## src/rtl/apb_fabric_pkg.sv

```systemverilog
// Shared definitions for the fabric-side APB3 controller: bus widths,
// controller state encoding and the default peripheral slot map.
package apb_fabric_pkg;

    // Data and address widths of the MSS fabric master port
    localparam int APB_DW = 32;
    localparam int MSS_AW = 20;

    // Default slot assignment of the turret peripherals
    localparam int SLOT_SERVO   = 0;
    localparam int SLOT_TRIGGER = 1;
    localparam int SLOT_SENSOR  = 2;
    localparam int SLOT_SPARE   = 3;

    // Controller states
    typedef enum logic [1:0] {
        ST_IDLE   = 2'd0,
        ST_ACCESS = 2'd1,
        ST_ABORT  = 2'd2,
        ST_DECERR = 2'd3
    } fab_state_t;

endpackage

```

## src/rtl/apb_err_status.sv

```systemverilog
// Error bookkeeping for the fabric APB controller: sticky timeout and
// decode flags, a saturating error counter and capture of the address of
// the most recent error-terminated transfer. A clear pulse that coincides
// with a new error leaves exactly that error recorded.
module apb_err_status
    import apb_fabric_pkg::*;
#(
    parameter int CW = 16
) (
    input  logic              clk,
    input  logic              srst,
    input  logic              err_clr,
    input  logic              to_event,
    input  logic              dec_event,
    input  logic              err_event,
    input  logic [MSS_AW-1:0] event_addr,
    output logic              to_flag,
    output logic              dec_flag,
    output logic [CW-1:0]     err_cnt,
    output logic [MSS_AW-1:0] err_addr
);

    localparam logic [CW-1:0] CNT_MAX = '1;

    logic              to_flag_reg;
    logic              dec_flag_reg;
    logic [CW-1:0]     err_cnt_reg;
    logic [MSS_AW-1:0] err_addr_reg;

    // Sticky flags and saturating counter; clear is applied before the new event
    always_ff @(posedge clk) begin
        if (srst) begin
            to_flag_reg  <= 1'b0;
            dec_flag_reg <= 1'b0;
            err_cnt_reg  <= '0;
        end else if (err_clr) begin
            to_flag_reg  <= to_event;
            dec_flag_reg <= dec_event;
            err_cnt_reg  <= err_event ? CW'(1) : '0;
        end else begin
            if (to_event) begin
                to_flag_reg <= 1'b1;
            end
            if (dec_event) begin
                dec_flag_reg <= 1'b1;
            end
            if (err_event && (err_cnt_reg != CNT_MAX)) begin
                err_cnt_reg <= err_cnt_reg + CW'(1);
            end
        end
    end

    // Address of the latest error survives a clear so firmware can still read it
    always_ff @(posedge clk) begin
        if (srst) begin
            err_addr_reg <= '0;
        end else if (err_event) begin
            err_addr_reg <= event_addr;
        end
    end

    assign to_flag  = to_flag_reg;
    assign dec_flag = dec_flag_reg;
    assign err_cnt  = err_cnt_reg;
    assign err_addr = err_addr_reg;

endmodule

```

## src/rtl/apb_fabric_ctrl.sv

```systemverilog
// Fabric-side APB3 controller. Decodes the MSS master address into slave
// slots, re-times each transfer with a proper slave setup phase, muxes the
// selected slave's response back to the master and aborts transfers whose
// slave never answers so the processor cannot be stalled indefinitely.
module apb_fabric_ctrl
    import apb_fabric_pkg::*;
#(
    parameter int NSLV      = 4,
    parameter int SLOT_LSB  = 8,
    parameter int SLOT_BITS = 4,
    parameter int TIMEOUT   = 255,
    parameter int CW        = 16
) (
    input  logic                   FAB_CLK,
    input  logic                   FAB_RST,
    input  logic                   MSSPSEL,
    input  logic                   MSSPENABLE,
    input  logic                   MSSPWRITE,
    input  logic [MSS_AW-1:0]      MSSPADDR,
    input  logic [APB_DW-1:0]      MSSPWDATA,
    output logic [APB_DW-1:0]      MSSPRDATA,
    output logic                   MSSPREADY,
    output logic                   MSSPSLVERR,
    output logic [NSLV-1:0]        S_PSEL,
    output logic                   S_PENABLE,
    output logic                   S_PWRITE,
    output logic [SLOT_LSB-1:0]    S_PADDR,
    output logic [APB_DW-1:0]      S_PWDATA,
    input  logic [NSLV*APB_DW-1:0] S_PRDATA,
    input  logic [NSLV-1:0]        S_PREADY,
    input  logic [NSLV-1:0]        S_PSLVERR,
    input  logic                   ERR_CLR,
    output logic                   TO_FLAG,
    output logic                   DEC_FLAG,
    output logic [CW-1:0]          ERR_CNT,
    output logic [MSS_AW-1:0]      ERR_ADDR
);

    localparam logic [CW-1:0] TIMEOUT_C = CW'(TIMEOUT);

    fab_state_t            state_reg;
    logic [NSLV-1:0]       psel_reg;
    logic                  penable_reg;
    logic                  write_reg;
    logic [MSS_AW-1:0]     addr_reg;
    logic [CW-1:0]         wait_cnt_reg;

    logic [SLOT_BITS-1:0]  slot_field;
    logic [NSLV-1:0]       slot_onehot;
    logic [CW-1:0]         cnt_inc;
    logic                  sel_ready;
    logic                  sel_err;
    logic [APB_DW-1:0]     sel_rdata;
    logic [NSLV-1:0][APB_DW-1:0] rdata_masked;
    logic                  xfer_done;
    logic                  abort_event;
    logic                  dec_event;
    logic                  slv_event;

    assign slot_field = MSSPADDR[SLOT_LSB +: SLOT_BITS];
    assign cnt_inc    = wait_cnt_reg + CW'(1);

    // One-hot slot decode; an all-zero result means the slot is unmapped.
    // Read data of every slave is masked by its select so the mux is a plain OR.
    for (genvar gi = 0; gi < NSLV; gi++) begin : g_slot
        assign slot_onehot[gi]  = (slot_field == SLOT_BITS'(gi));
        assign rdata_masked[gi] = S_PRDATA[gi*APB_DW +: APB_DW] & {APB_DW{psel_reg[gi]}};
    end

    // OR-combine the masked read words of all slots
    always_comb begin
        sel_rdata = '0;
        for (int i = 0; i < NSLV; i++) begin
            sel_rdata = sel_rdata | rdata_masked[i];
        end
    end

    assign sel_ready = |(S_PREADY  & psel_reg);
    assign sel_err   = |(S_PSLVERR & psel_reg);

    // A slave completion only counts while the master still owns the bus
    assign xfer_done = (state_reg == ST_ACCESS) && penable_reg && MSSPSEL && sel_ready;

    // Transfer sequencing: setup capture, slave setup/enable phases, timeout abort
    always_ff @(posedge FAB_CLK) begin
        if (FAB_RST) begin
            state_reg    <= ST_IDLE;
            psel_reg     <= '0;
            penable_reg  <= 1'b0;
            write_reg    <= 1'b0;
            addr_reg     <= '0;
            wait_cnt_reg <= '0;
        end else begin
            case (state_reg)
                ST_IDLE: begin
                    if (MSSPSEL && !MSSPENABLE) begin
                        addr_reg     <= MSSPADDR;
                        write_reg    <= MSSPWRITE;
                        wait_cnt_reg <= '0;
                        if (|slot_onehot) begin
                            state_reg <= ST_ACCESS;
                            psel_reg  <= slot_onehot;
                        end else begin
                            state_reg <= ST_DECERR;
                        end
                    end
                end
                ST_ACCESS: begin
                    if (!MSSPSEL || xfer_done) begin
                        // Completion or master walked away: release the slave
                        state_reg   <= ST_IDLE;
                        psel_reg    <= '0;
                        penable_reg <= 1'b0;
                    end else if (!penable_reg) begin
                        // First ACCESS cycle is the slave's setup phase
                        penable_reg <= 1'b1;
                    end else begin
                        wait_cnt_reg <= cnt_inc;
                        if (cnt_inc == TIMEOUT_C) begin
                            state_reg   <= ST_ABORT;
                            psel_reg    <= '0;
                            penable_reg <= 1'b0;
                        end
                    end
                end
                ST_ABORT: begin
                    state_reg <= ST_IDLE;
                end
                ST_DECERR: begin
                    state_reg <= ST_IDLE;
                end
                default: begin
                    state_reg <= ST_IDLE;
                end
            endcase
        end
    end

    // Master-side response: slave completion passes through, abort/decode errors are synthesized
    always_comb begin
        MSSPREADY  = 1'b0;
        MSSPSLVERR = 1'b0;
        MSSPRDATA  = '0;
        case (state_reg)
            ST_ACCESS: begin
                if (xfer_done) begin
                    MSSPREADY  = 1'b1;
                    MSSPSLVERR = sel_err;
                    if (!write_reg) begin
                        MSSPRDATA = sel_rdata;
                    end
                end
            end
            ST_ABORT, ST_DECERR: begin
                MSSPREADY  = 1'b1;
                MSSPSLVERR = 1'b1;
            end
            default: begin
                MSSPREADY = 1'b0;
            end
        endcase
    end

    assign S_PSEL    = psel_reg;
    assign S_PENABLE = penable_reg;
    assign S_PWRITE  = MSSPWRITE;
    assign S_PADDR   = MSSPADDR[SLOT_LSB-1:0];
    assign S_PWDATA  = MSSPWDATA;

    assign abort_event = (state_reg == ST_ABORT);
    assign dec_event   = (state_reg == ST_DECERR);
    assign slv_event   = xfer_done && sel_err;

    apb_err_status #(
        .CW (CW)
    ) u_err_status (
        .clk        (FAB_CLK),
        .srst       (FAB_RST),
        .err_clr    (ERR_CLR),
        .to_event   (abort_event),
        .dec_event  (dec_event),
        .err_event  (abort_event | dec_event | slv_event),
        .event_addr (addr_reg),
        .to_flag    (TO_FLAG),
        .dec_flag   (DEC_FLAG),
        .err_cnt    (ERR_CNT),
        .err_addr   (ERR_ADDR)
    );

endmodule

```

## config.mk

```make
export PLATFORM = sky130hd
export DESIGN_NAME = apb_fabric_ctrl
export DESIGN_NICKNAME = d
export VERILOG_FILES = /design/src/rtl/apb_fabric_pkg.sv /design/src/rtl/apb_err_status.sv /design/src/rtl/apb_fabric_ctrl.sv
export SDC_FILE = /design/constraint.sdc
export NUM_CORES = 1
export LEC_CHECK = 0
export CAP_MARGIN = 20
export CORE_MARGIN = 5
export CORE_UTILIZATION = 38
export CTS_BUF_LIST = sky130_fd_sc_hd__clkbuf_4
export DETAILED_ROUTE_END_ITERATION = 16
export MAX_ROUTING_LAYER = met4
export PLACE_DENSITY = 0.93
export SLEW_MARGIN = 10
export SYNTH_ARGS = -nofsm -noshare
export SYNTH_HDL_FRONTEND = slang
export SYNTH_SLANG_ARGS = --single-unit
```

## constraint.sdc

```tcl
create_clock -name FAB_CLK -period 2.1 [get_ports FAB_CLK]
set_input_delay 0.21 -clock FAB_CLK [delete_from_list [all_inputs] [get_ports FAB_CLK]]
set_output_delay 0.21 -clock FAB_CLK [all_outputs]
set_load 0.01 [all_outputs]
```

### Word-level counts from Yosys, hierarchy flattened

Index checks and enable logic that the tools add are counted.

* eq/ne operators: 14
* $add $sub $neg: 2
* muxes and demuxes: 33
* bitwise logic cells: 11
* reductions and logical operators: 23

Operators with widths (count)
* $and A32 B32 Y32: 4
* $mux W32: 3
* $or A32 B32 Y32: 3
* $mux W16: 5
* $add A16 B1 Y16 const B: 2
* $pmux W16 S2: 1
* $mux W4: 5
* $eq A16 B8 Y1 const B: 1
* $ne A16 B16 Y1 const B: 1
* $reduce_or A4 Y1: 3
* $mux W1: 10
* $mux W2: 5
* $and A4 B4 Y4: 2
* $eq A4 B2 Y1 const B: 2
* $ne A2 B2 Y1 const B: 4
* $pmux W4 S2: 1
* $reduce_bool A2 Y1: 4
* $logic_and A1 B1 Y1: 6
* $pmux W2 S3: 1
* $reduce_and A5 Y1: 1
* $eq A2 B2 Y1 const B: 2
* $eq A4 B1 Y1 const B: 1
* $logic_not A4 Y1: 1
* $pmux W1 S2: 2
* 11 further kinds: 13

* bits in registers: 82
* logic and storage cells: 93
* input bits: 194

### Longest topological paths before layout

Gate-level depths: netlist of run 1.

* depth in word-level cells: 9
* gate-level depth with buffers: 9
* mapped depth without buffers: 6

### Cells and area by module

A second synthesis of run 1 with hierarchy kept.

* cell total of the unflattened synthesis: 615
* area, all modules: 4882.2 um^2

Modules (own cells, without submodules)
* apb_fabric_ctrl: cells each 442, area each 3289.4 um^2, times used 1, sequential area each 880.8 um^2
* apb_err_status: cells each 173, area each 1592.8 um^2, times used 1, sequential area each 760.7 um^2

### Worst setup path after synthesis of run 1

OpenSTA, ideal clock, no wires.

* path kind: register -> register
* start: reg wait_cnt_reg[6]
* end: reg state_reg[1]
* library setup time: 59 ps
* data arrival time: 1904 ps
* path buffers: 0
* period minus slack after synthesis: 1963 ps
* cell stages (with the launch flop): 6
* slack: 137 ps
* cells stage by stage: dfxtp_1 > nand4_1 > or4_4 > mux2i_1 > a2111oi_4 > a31o_1

* cells in the longest elaborated chain, start to end: 4

RTL lines
* from (decl): RTL line apb_fabric_ctrl.sv:46 `logic [CW-1:0] wait_cnt_reg;`
* from (signal assigned): RTL line apb_fabric_ctrl.sv:118 `wait_cnt_reg <= cnt_inc;`
* $add A16 B1 Y16: RTL line apb_fabric_ctrl.sv:61 `assign cnt_inc = wait_cnt_reg + CW'(1);`
* $eq A16 B8 Y1: RTL line apb_fabric_ctrl.sv:119 `if (cnt_inc == TIMEOUT_C) begin`
* $ne A3 B1 Y1 (no source line)
* $reduce_and A3 Y1 (no source line)
* to (signal assigned): RTL line apb_fabric_ctrl.sv:120 `state_reg <= ST_ABORT;`
* to (signal assigned): RTL line apb_fabric_ctrl.sv:127 `state_reg <= ST_IDLE;`
* to (signal assigned): RTL line apb_fabric_ctrl.sv:130 `state_reg <= ST_IDLE;`
* to (decl): RTL line apb_fabric_ctrl.sv:41 `fab_state_t state_reg;`

Every way passes these cells.
A chain may end at the register's enable or synchronous reset.

### Final worst setup path of run 1

* start: reg penable_reg (netlist: S_PENABLE)
* end: out MSSPREADY

* cells in the longest elaborated chain, start to end: 5

RTL lines
* from (decl): RTL line apb_fabric_ctrl.sv:43 `logic penable_reg;`
* from (signal assigned): RTL line apb_fabric_ctrl.sv:89 `penable_reg <= 1'b0;`
* from (signal assigned): RTL line apb_fabric_ctrl.sv:113 `penable_reg <= 1'b0;`
* from (signal assigned): RTL line apb_fabric_ctrl.sv:116 `penable_reg <= 1'b1;`
* $logic_and A1 B1 Y1 (3 in a row): RTL line apb_fabric_ctrl.sv:82 `assign xfer_done = (state_reg == ST_ACCESS) && penable_reg && MSSPSEL && sel_ready;`
* $mux W1: RTL line apb_fabric_ctrl.sv:146 `if (xfer_done) begin`
* $pmux W1 S2: RTL line apb_fabric_ctrl.sv:144 `case (state_reg)`
* to (decl): RTL line apb_fabric_ctrl.sv:22 `output logic MSSPREADY,`

Every way passes these cells.

==> results of run 1 <==
layout make-up:
cell class              instances  area share [%]
clock buffers                   9           0.888
well taps                     172            2.83
clock inverters                 7            1.07
multi-input cells             461            36.9
repair buffers                297            36.3
flip-flops and latches         82            21.7
inverters                       7           0.345
diodes                          2          0.0658
layout by cell type (no fill, tap or decap), types with 4 or more instances in the layout:
master,instances
dfxtp_1,77
nand4b_1,4
o31ai_1,6
clkdlybuf4s50_1,212
clkbuf_4,9
a21oi_1,95
nand3_1,11
buf_4,43
buf_12,6
dfxtp_2,5
or3_1,5
nand4_1,10
nand2_1,103
or4_1,4
o21ai_0,9
a21oi_2,15
inv_1,6
buf_2,33
nand3b_1,7
a31oi_1,10
nor2_1,29
a22oi_1,68
mux2i_1,5
a211oi_1,8
final timing paths:
path / cells after the start / slack, ns / end / from
max: 6 / -0.12 / MSSPREADY / S_PENABLE
min: 2 / 0.13 / wait_cnt_reg[6] / FAB_RST
max reg2reg: 9 / -0.01 / u_err_status.err_cnt[11] / state_reg[1]
min reg2reg: 2 / 0.47 / addr_reg[16] / addr_reg[16]
synthesized netlist by cell type, types with 5 or more instances:
cell type / instances
buf_2: 9
clkbuf_1: 37
nand4_1: 10
o31ai_1: 6
a211oi_1: 8
o21ai_0: 9
nand2_1: 104
a31oi_1: 10
or4_1: 6
a22oi_1: 70
nor2_1: 29
a21oi_1: 110
nand3b_1: 7
inv_1: 6
buf_4: 45
or3_1: 5
nand3_1: 11
dfxtp_1: 82
mux2i_1: 5
power by group through the flow:
stage                     logic (mW)  registers (mW)  clock network, mW
final                          0.559            1.60              0.968
after global routing           0.594            1.60               1.04
after CTS                      0.552            1.60              0.983
after detailed placement       0.547            1.63                  0
after global placement         0.539            1.63                  0
after floorplan                0.214            1.63                  0
layer usage:
metal	vias to the layer above	part of all wire [%]
met4	0	3.4
met5	-	0
met3	46	9.9
met1	2726	38
met2	315	49
li1	2761	-
through the flow:
stage | instances | utilization [%]
floorplan | 647 | -
global placement | 1017 | 59.2
detailed placement | 1017 | 59.2
CTS | 1034 | 59.4
global route | 1037 | 60.1
finish | 1037 | 60.1
critical path, cell delays in order, from the launching register on:
cell and delay (ns):
dfxtp_2 0.35, and4b_2 0.26, a21boi_4 0.14, buf_4 0.14, buf_6 0.12, or2_2 0.30
clkdlybuf4s15_2 0.24
cells by family (layout without fill, tap and decap cells):
logic type	Yosys count	count (layout)	synth area share [%]
flip-flops	82	82	33.3
multiplexers	5	5	1.01
other	0	2	0
AND/OR/NAND/NOR	213	213	21.9
AO/OA/AOI/OAI	237	237	30.5
adder cells (fa/ha/maj)	3	3	0.761
XOR/XNOR	3	3	0.533
buffers and inverters	104	320	12.0
timing repair:
action / CTS / global route
buffers inserted: 1 / 1
pin swaps: 1 / 2
resized for setup: 138 / 23
endpoints found under the setup margin: 34 / 47
==> summary.txt, run 1 <==
WL/cell - 19.2 µm
Register share of total power - 51.2%
Final hold vios - 0
Initial antenna violation count - 2
Share of cells above drive strength 1 - 16.5%
Post-synth cell types - 63
Post-synth EDFFs - 0
CTS Sinks - 82
Total track usage - 24.5%
Critical path class - flop to output pin
GR Util met2 - 39.6%
Worst setup margin - -0.124 ns
Core area - 12,700 µm²
Unrepaired setup endpoints after global routing - yes
CP endpoint kind - output pin
TritonCTS buffer count - 9
Mapped Cells - 647
Layout area overhead - 54.2%
Die span in x - 124 µm
Mapped cell area - 4930 µm²
Met1 Resource Use GR - 28.2%
First-pass GRT wire length - 28,900 µm
Pwr Total - 3.13 mW
Most used DFF post-synth - dfxtp_1
Setup Slack @ Placement - -0.441 ns
Comb pwr share - 17.9%
Synth area leaders - dfxtp_1 (33%), a21oi_1 (11%), a22oi_1 (11%)
Largest area contributor in the netlist - dfxtp_1
Max VDD drop - 0.299 mV
Seq cells post-synth - 82
Area occupied by multi-input gates - 2810 µm²
Via count - 5,848
Placed cell areas - 7500 µm²
Hold WS - 0.131 ns
DR iter-0 viols - 550
Largest net degree at the start of global routing - 56
Sw Ratio - 28.8%
Max clock buf depth - 2
Mapped Nets - 844
Async set-reset flop share out of synthesis - 0%
Gr ovfl total - 0
Leak - 2.59 nW
Die height - 124 µm
Failing checks - setup timing
Clk_lat worst skew - 0.47 ns
Detailed Route WL - 19,900 µm
Clock slew seen by the registers of the worst setup and hold paths - 0.15 ns
Routed vias/inst - 5.64
Final Max Slew Viols - 0
H-tree depth - 3
Rel. slew slack - 53.0%
GR peak layer - met2
P_sw - 0.900 mW
Met3 usage - 7.04%
Final period utilization - 106%
Final GP Congestion - 0.987
Status - finished with violations
Mean Syn Cell Area - 7.63 µm²
Critical Path AT - 2.01 ns
Finish-stage setup viols - 30
Core Rows - 41
Non-Filler Cell Area, Final - 7610 µm²
Worst-Margin Slew - 0.701 ns
Setup Skew - 0.0279 ns
F_max - 0.450 GHz
Die Area - 15,400 µm²
Antenna-violating nets left - 0
# fillers - 1,097
Worst path required time - 1.89 ns
DRC violations left - 0
Synthesis Warnings - 0
Pwr per Cell Area - 411 nW/µm²
1st-pass router iterations - 5
HPWL after detailed placement - 15,300 µm
Register area share after synthesis - 33.3%
Crit path max fanout - 4
Root buffer cell - clkbuf_4
Seq. cell area - 1650 µm²
Hold_buf cts - 0
Crit start category - flop
Int Power - 2.22 mW
Port Buffers - 247
Max_cap viols - 0
Ports - 312
Initial core utilization - 38.9%
Setup_tns - -0.755 ns
Final worst path period need - 2.22 ns
Clock Power Share - 31.0%
Vias in the first global route - 5,616
CTS tree - done
Top cell type's share of synthesized area - 33.3%
Hold Crit Class - input pin to flop
Nets@finish - 1,055
Power figures use the tool's default switching activity.
==> run 2, diff against run 1 <==
--- a/config.mk
+++ b/config.mk
@@ -7,11 +7,11 @@
 export LEC_CHECK = 0
 export CAP_MARGIN = 20
 export CORE_MARGIN = 5
-export CORE_UTILIZATION = 38
-export CTS_BUF_LIST = sky130_fd_sc_hd__clkbuf_4
+export CORE_UTILIZATION = 37
+export CTS_BUF_LIST = sky130_fd_sc_hd__clkbuf_16
 export DETAILED_ROUTE_END_ITERATION = 16
 export MAX_ROUTING_LAYER = met4
-export PLACE_DENSITY = 0.93
+export PLACE_DENSITY = 0.91
 export SLEW_MARGIN = 10
 export SYNTH_ARGS = -nofsm -noshare
 export SYNTH_HDL_FRONTEND = slang
==> summary.txt, run 2 (synthesis results as in run 1) <==
Hold wc startpoint - FAB_RST
Final Max Slew Viols - 0 (unchanged)
P_sw - 0.964 mW (+7.1%)
H-tree depth - 3 (unchanged)
TritonCTS buffer count - 9 (unchanged)
Comb pwr share - 14.9% (-3.0 points)
1st-pass router iterations - 7 (+2)
Total track usage - 24.1% (-0.37 points)
Final period utilization - 99.6% (-6.3 points)
Final hold vios - 0 (unchanged)
Hold_buf cts - 0 (unchanged)
F_max - 0.478 GHz (+6.3%)
Max incr delay on CP - 0.49 ns (+0.14 ns)
Seq. cell area - 1640 µm² (-0.23%)
HPWL after detailed placement - 15,500 µm (+1.0%)
Die span in x - 125 µm (+1.2%)
Port Buffers - 247 (unchanged)
Max_cap viols - 0 (unchanged)
Initial core utilization - 37.6% (-1.4 points)
Non-Filler Cell Area, Final - 7800 µm² (+2.5%)
CP endpoint kind - output pin
Setup Skew - 0.0165 ns (-0.0114 ns)
Largest net degree at the start of global routing - 40 (-29%)
Via count - 5,918 (+1.2%)
Critical R2R Capture - state_reg[1]
Non-Filler Instances - 1,053 (+1.5%)
R2R setup slack - 0.04 ns (+0.05 ns)
Ports - 312 (unchanged)
Family with the most delay on the worst path - buffers and inverters
Vias in the first global route - 5,633 (+0.30%)
Slowest CP cell - clkdlybuf4s50_1
Highest-count cells in the layout ignoring fill and taps - clkdlybuf4s50_1 (212), a21oi_1 (107), nand2_1 (103), dfxtp_1 (80), a22oi_1 (68)
Worst Hold Endpoint - u_err_status.to_flag
Clock slew seen by the registers of the worst setup and hold paths - 0.07 ns (-0.08 ns)
Area occupied by multi-input gates - 2750 µm² (-2.0%)
Commonest non-fill, non-tap cell in the layout - clkdlybuf4s50_1
Pwr Total - 3.75 mW (+20%)
First-pass GRT wire length - 30,100 µm (+4.0%)
Core Rows - 42 (+2.4%)
Crit start category - input pin
Worst-Margin Slew - 0.604 ns (-0.0975 ns)
Routed vias/inst - 5.62 (-0.34%)
Clk_lat worst skew - 0.35 ns (-0.12 ns)
Die height - 125 µm (+1.2%)
Max clock buf depth - 2 (unchanged)
Max VDD drop - 0.475 mV (+59%)
Layout area overhead - 58.1%
Placed cell areas - 7590 µm² (+1.2%)
Placed Instances - 1,034 (+1.7%)
Rel. slew slack - 59.6% (+6.5 points)
Worst R2R Start - wait_cnt_reg[8]
Initial antenna violation count - 3 (+1)
Sw Ratio - 25.7% (-3.1 points)
Final GP Congestion - 1.02 (+3.8%)
Post CTS Setup Buffer Count - 0 (-1)
CTS Sinks - 82 (unchanged)
Crit path buffers/inverters - 3 (unchanged)
Pwr per Cell Area - 481 nW/µm² (+17%)
Worst Hold Depth - 2 (unchanged)
Register share of total power - 42.6% (-8.6 points)
DRC violations left - 0 (unchanged)
Unrepaired setup endpoints after global routing - yes
CP Cell Sequence - clkdlybuf4s50_1, and4b_2, a21boi_4, nand3b_1, buf_12, a21oi_1, clkdlybuf4s15_2
Share of cells above drive strength 1 - 15.6% (-0.89 points)
Critical path class - input pin to output pin
# fillers - 1,153 (+5.1%)
Status - completed
Core area - 13,100 µm² (+3.7%)
Fin util - 59.4% (-0.70 points)
Root buffer cell - clkbuf_16
R2R cell count - 6 (-3)
WL/cell - 18.9 µm (-1.7%)
Critical Path AT - 1.88 ns (-0.13 ns)
Final worst path period need - 2.09 ns (-0.132 ns)
Detailed Route WL - 19,900 µm (-0.19%)
Finish-stage setup viols - 0 (-100%)
Die Area - 15,700 µm² (+2.5%)
Antenna-violating nets left - 0 (unchanged)
Worst path required time - 1.89 ns (about the same)
Clock Power Share - 42.5% (+12 points)
Nets@finish - 1,066 (+1.0%)
Hold Crit Class - input pin to flop
DR iter-0 viols - 519 (-5.6%)
Gr ovfl total - 0 (unchanged)
Leak - 2.68 nW (+3.6%)
Int Power - 2.79 mW (+25%)
Crit path max fanout - 32 (+28)
CTS tree - done
run 2: cell types whose count changed in the layout (fill, tap and decap cells not counted), moves of 3 or more:
cell | before | now
clkbuf_16 | 0 | 9
dfxtp_2 | 5 | 2
buf_4 | 43 | 56
clkbuf_2 | 0 | 25
a21oi_2 | 15 | 3
a21oi_1 | 95 | 107
clkbuf_4 | 9 | 0
buf_2 | 33 | 5
dfxtp_1 | 77 | 80
run 2: cell type report:
type	instances	area share [%]
antenna	3	0.0963
clock buffer	9	2.89
clock inverter	7	1.04
inverter	7	0.337
multi-input combinational	461	35.3
sequential	82	21.1
tap	176	2.82
timing repair buffer	308	36.5
run 2: how the worst max path moves through the flow:
| stage | start | end | slack, ns | cells past startpoint |
|---|---|---|---|---|
| 2_1_floorplan | wait_cnt_reg[6] | state_reg[1] | 0.14 | 5 |
| 3_3_place_gp | MSSPSEL | MSSPRDATA[11] | -0.26 | 7 |
| 3_5_place_dp | MSSPSEL | MSSPRDATA[16] | -0.35 | 7 |
| 4_1_cts | MSSPSEL | MSSPRDATA[5] | -0.002 | 7 |
| 5_1_grt | MSSPSEL | MSSPRDATA[30] | -0.08 | 7 |
| 6_report | MSSPSEL | MSSPRDATA[12] | 0.009 | 7 |
run 2: stage by stage:
stage                     hold WS [ns]  TNS [ns]  setup slack (ns)
after detailed placement         0.420    -10.89            -0.348
after CTS                        0.289  -0.00429          -0.00171
after floorplan                  0.346         0             0.137
final                            0.293         0           0.00862
after global placement           0.420     -9.02            -0.262
after global routing             0.319    -0.249           -0.0764
run 2: power by group through the flow:
stage | Combinational (mW) | Clock, mW | Sequential, mW
5_1_grt | 0.594 | 1.69 | 1.60
3_3_place_gp | 0.545 | 0 | 1.63
2_1_floorplan | 0.214 | 0 | 1.63
3_5_place_dp | 0.552 | 0 | 1.63
4_1_cts | 0.557 | 1.61 | 1.60
6_report | 0.559 | 1.59 | 1.60
run 2: repair_timing:
item                                    4_1_cts  5_1_grt
pin swaps                                     1        1
endpoints found under the setup margin       34       39
cloned                                        0        0
gates resized for setup                      71       42
run 2: metal layers:
layer  wire (µm)  GRT usage (%)  up-vias
li1            -              -     2790
met3        1700           7.68       37
met4         500           9.82        0
met1        7990           27.9     2799
met5           0              -        -
met2        9680           38.8      292
==> run 3, diff against run 2 <==
--- a/config.mk
+++ b/config.mk
@@ -6,12 +6,11 @@
 export NUM_CORES = 1
 export LEC_CHECK = 0
 export CAP_MARGIN = 20
-export CORE_MARGIN = 5
-export CORE_UTILIZATION = 37
-export CTS_BUF_LIST = sky130_fd_sc_hd__clkbuf_16
+export CORE_AREA = 2 2 122 124
 export DETAILED_ROUTE_END_ITERATION = 16
+export DIE_AREA = 0 0 124 126
 export MAX_ROUTING_LAYER = met4
-export PLACE_DENSITY = 0.91
+export PLACE_DENSITY = 0.87
 export SLEW_MARGIN = 10
 export SYNTH_ARGS = -nofsm -noshare
 export SYNTH_HDL_FRONTEND = slang
==> constraint.sdc (replaced) <==
create_clock -name FAB_CLK -period 2.1 [get_ports FAB_CLK]
set_input_delay 0.42 -clock FAB_CLK [delete_from_list [all_inputs] [get_ports FAB_CLK]]
set_output_delay 0.42 -clock FAB_CLK [all_outputs]
set_load 0.01 [all_outputs]
==> summary.txt, run 3 (synthesis results as in run 1) <==
Critical R2R Capture - state_reg[1]
Largest net degree at the start of global routing - 51 (+28%)
Sw Ratio - 24.2% (-1.5 points)
Root buffer cell - clkbuf_16
Layout area overhead - 66.9%
Worst-Margin Slew - 0.521 ns (-0.0832 ns)
Hold_buf cts - 0 (unchanged)
Crit start category - flop
Final GP Congestion - 0.918 (-10%)
Finish-stage setup viols - 32 (+32)
Max clock buf depth - 2 (unchanged)
Crit path to - MSSPRDATA[1]
First-pass GRT wire length - 29,700 µm (-1.1%)
Leak - 2.88 nW (+7.5%)
Gr ovfl total - 0 (unchanged)
Antenna-violating nets left - 0 (unchanged)
1st-pass router iterations - 5 (-2)
P_sw - 0.887 mW (-8.0%)
TritonCTS buffer count - 9 (unchanged)
Routed met3 length - 1610 µm (-5.1%)
DRT met1 WL - 7970 µm (-0.34%)
Via count - 5,987 (+1.2%)
Nets@finish - 1,094 (+2.6%)
Pwr per Cell Area - 445 nW/µm² (-7.4%)
Crit path max fanout - 8 (-75%)
Non-Filler Cell Area, Final - 8230 µm² (+5.6%)
Critical Path AT - 2.00 ns (+0.12 ns)
Unrepaired setup endpoints after global routing - yes
Metal2 WL - 10,100 µm (+4.7%)
Commonest non-fill, non-tap cell in the layout - clkdlybuf4s50_1
Register share of total power - 43.5% (+0.9 points)
Crit path launch - state_reg[1]
WL/cell - 18.8 µm (-0.65%)
Worst setup margin - -0.320 ns (-0.329 ns)
Clock Power Share - 40.9% (-1.6 points)
Status - finished with violations
Initial antenna violation count - 3 (unchanged)
Failing checks - setup timing
Total track usage - 25.3% (+1.1 points)
Clock slew seen by the registers of the worst setup and hold paths - 0.06 ns (about the same)
Die span in x - 124 µm (-1.2%)
H-tree depth - 3 (unchanged)
DR iter-0 viols - 456 (-12%)
Die Area - 15,600 µm² (-0.75%)
Hold Crit Class - input pin to flop
Max_cap viols - 0 (unchanged)
Critical path class - flop to output pin
Clk_lat worst skew - 0.34 ns (about the same)
Final Max Slew Viols - 0 (unchanged)
Die height - 126 µm (+0.42%)
CP endpoint kind - output pin
R2R setup slack - 0.08 ns (+0.04 ns)
Final worst path period need - 2.42 ns (+0.329 ns)
CTS tree - done
Placed cell areas - 7640 µm² (+0.73%)
Initial core utilization - 34.5% (-3.1 points)
Worst path required time - 1.68 ns (-0.21 ns)
Hold WS - 0.383 ns (+0.0901 ns)
Port Buffers - 247 (unchanged)
DRC violations left - 0 (unchanged)
Worst Hold Depth - 2 (unchanged)
Final hold vios - 0 (unchanged)
Highest-count cells in the layout ignoring fill and taps - clkdlybuf4s50_1 (207), nand2_1 (103), dfxtp_1 (78), a21oi_1 (78), buf_4 (70)
Detailed Route WL - 20,400 µm (+2.7%)
F_max - 0.413 GHz (-14%)
Core Rows - 44 (+4.8%)
Int Power - 2.78 mW (-0.21%)
Vias in the first global route - 5,652 (+0.34%)
Ports - 312 (unchanged)
Setup Slack @ Placement - -0.719 ns (-0.371 ns)
Core area - 14,300 µm² (+9.0%)
HPWL after detailed placement - 14,700 µm (-4.9%)
Share of cells above drive strength 1 - 21.7% (+6.2 points)
Highest routed layer - met4
Comb pwr share - 15.6% (+0.7 points)
Max VDD drop - 0.412 mV (-13%)
Setup Skew - 0.00875 ns (-0.00779 ns)
Final period utilization - 115% (+16 points)
Rel. slew slack - 65.2% (+5.6 points)
Worst R2R Start - wait_cnt_reg[8]
R2R cell count - 6 (unchanged)
Routed vias/inst - 5.50 (-2.2%)
CTS Sinks - 82 (unchanged)
==> run 3: how the worst min path moves through the flow <==
stage	start	endpoint	slack, ns
floorplan	write_reg	write_reg	0.43
global placement	u_err_status.err_addr[2]	u_err_status.err_addr[2]	0.44
detailed placement	u_err_status.err_addr[0]	u_err_status.err_addr[0]	0.44
CTS	FAB_RST	u_err_status.err_cnt[0]	0.38
global route	FAB_RST	u_err_status.err_addr[18]	0.42
finish	FAB_RST	u_err_status.err_cnt[0]	0.38
==> run 3: power by group through the flow <==
stage	clock network [mW]	logic, mW	registers, mW
finish	1.50	0.571	1.60
CTS	1.52	0.564	1.60
detailed placement	0	0.558	1.63
global placement	0	0.550	1.63
global route	1.57	0.607	1.60
floorplan	0	0.214	1.63
==> run 3: layer usage <==
metal / track usage (%) / vias to the layer above
li1: - / 2846
met1: 29.4 / 2860
met2: 42.4 / 244
met3: 4.71 / 37
met4: 10.6 / 0
met5: - / -
==> run 3: metrics by stage <==
stage | power [mW] | utilization [%] | TNS (ns) | instances
after floorplan | 1.85 | - | 0 | 647
after global placement | 2.18 | 53.4 | -30.55 | 1053
after detailed placement | 2.19 | 53.4 | -33.72 | 1053
after CTS | 3.68 | 56.9 | -8.09 | 1086
after global routing | 3.78 | 57.5 | -9.81 | 1089
final | 3.67 | 57.5 | -7.72 | 1089
==> run 3: repair_timing <==
item                       in CTS  in global routing
setup endpoints to repair      42                 43
resized for setup             198                 18
hold endpoints to repair        0                  0
gates cloned                    3                  0
pin swaps                       7                  1
buffers inserted               15                  2
==> run 3: cell type report <==
type / instances / area [µm²]
diodes: 3 / 7.51
clock inverters: 5 / 38.8
clock buffers: 11 / 243
multi-input cells: 461 / 2890
inverters: 7 / 26.3
well taps: 184 / 230
flip-flops and latches: 82 / 1650
fillers: 1296 / 6080
repair buffers: 336 / 3140
==> run 3: worst max-delay path: stages (launching register included) <==
cell      delay (ns)
dfxtp_2         0.33
and4b_1         0.28
a21boi_4        0.20
nand3b_1        0.16
buf_6           0.19
buf_16          0.15
buf_6           0.11
a21oi_2         0.09
buf_2           0.14
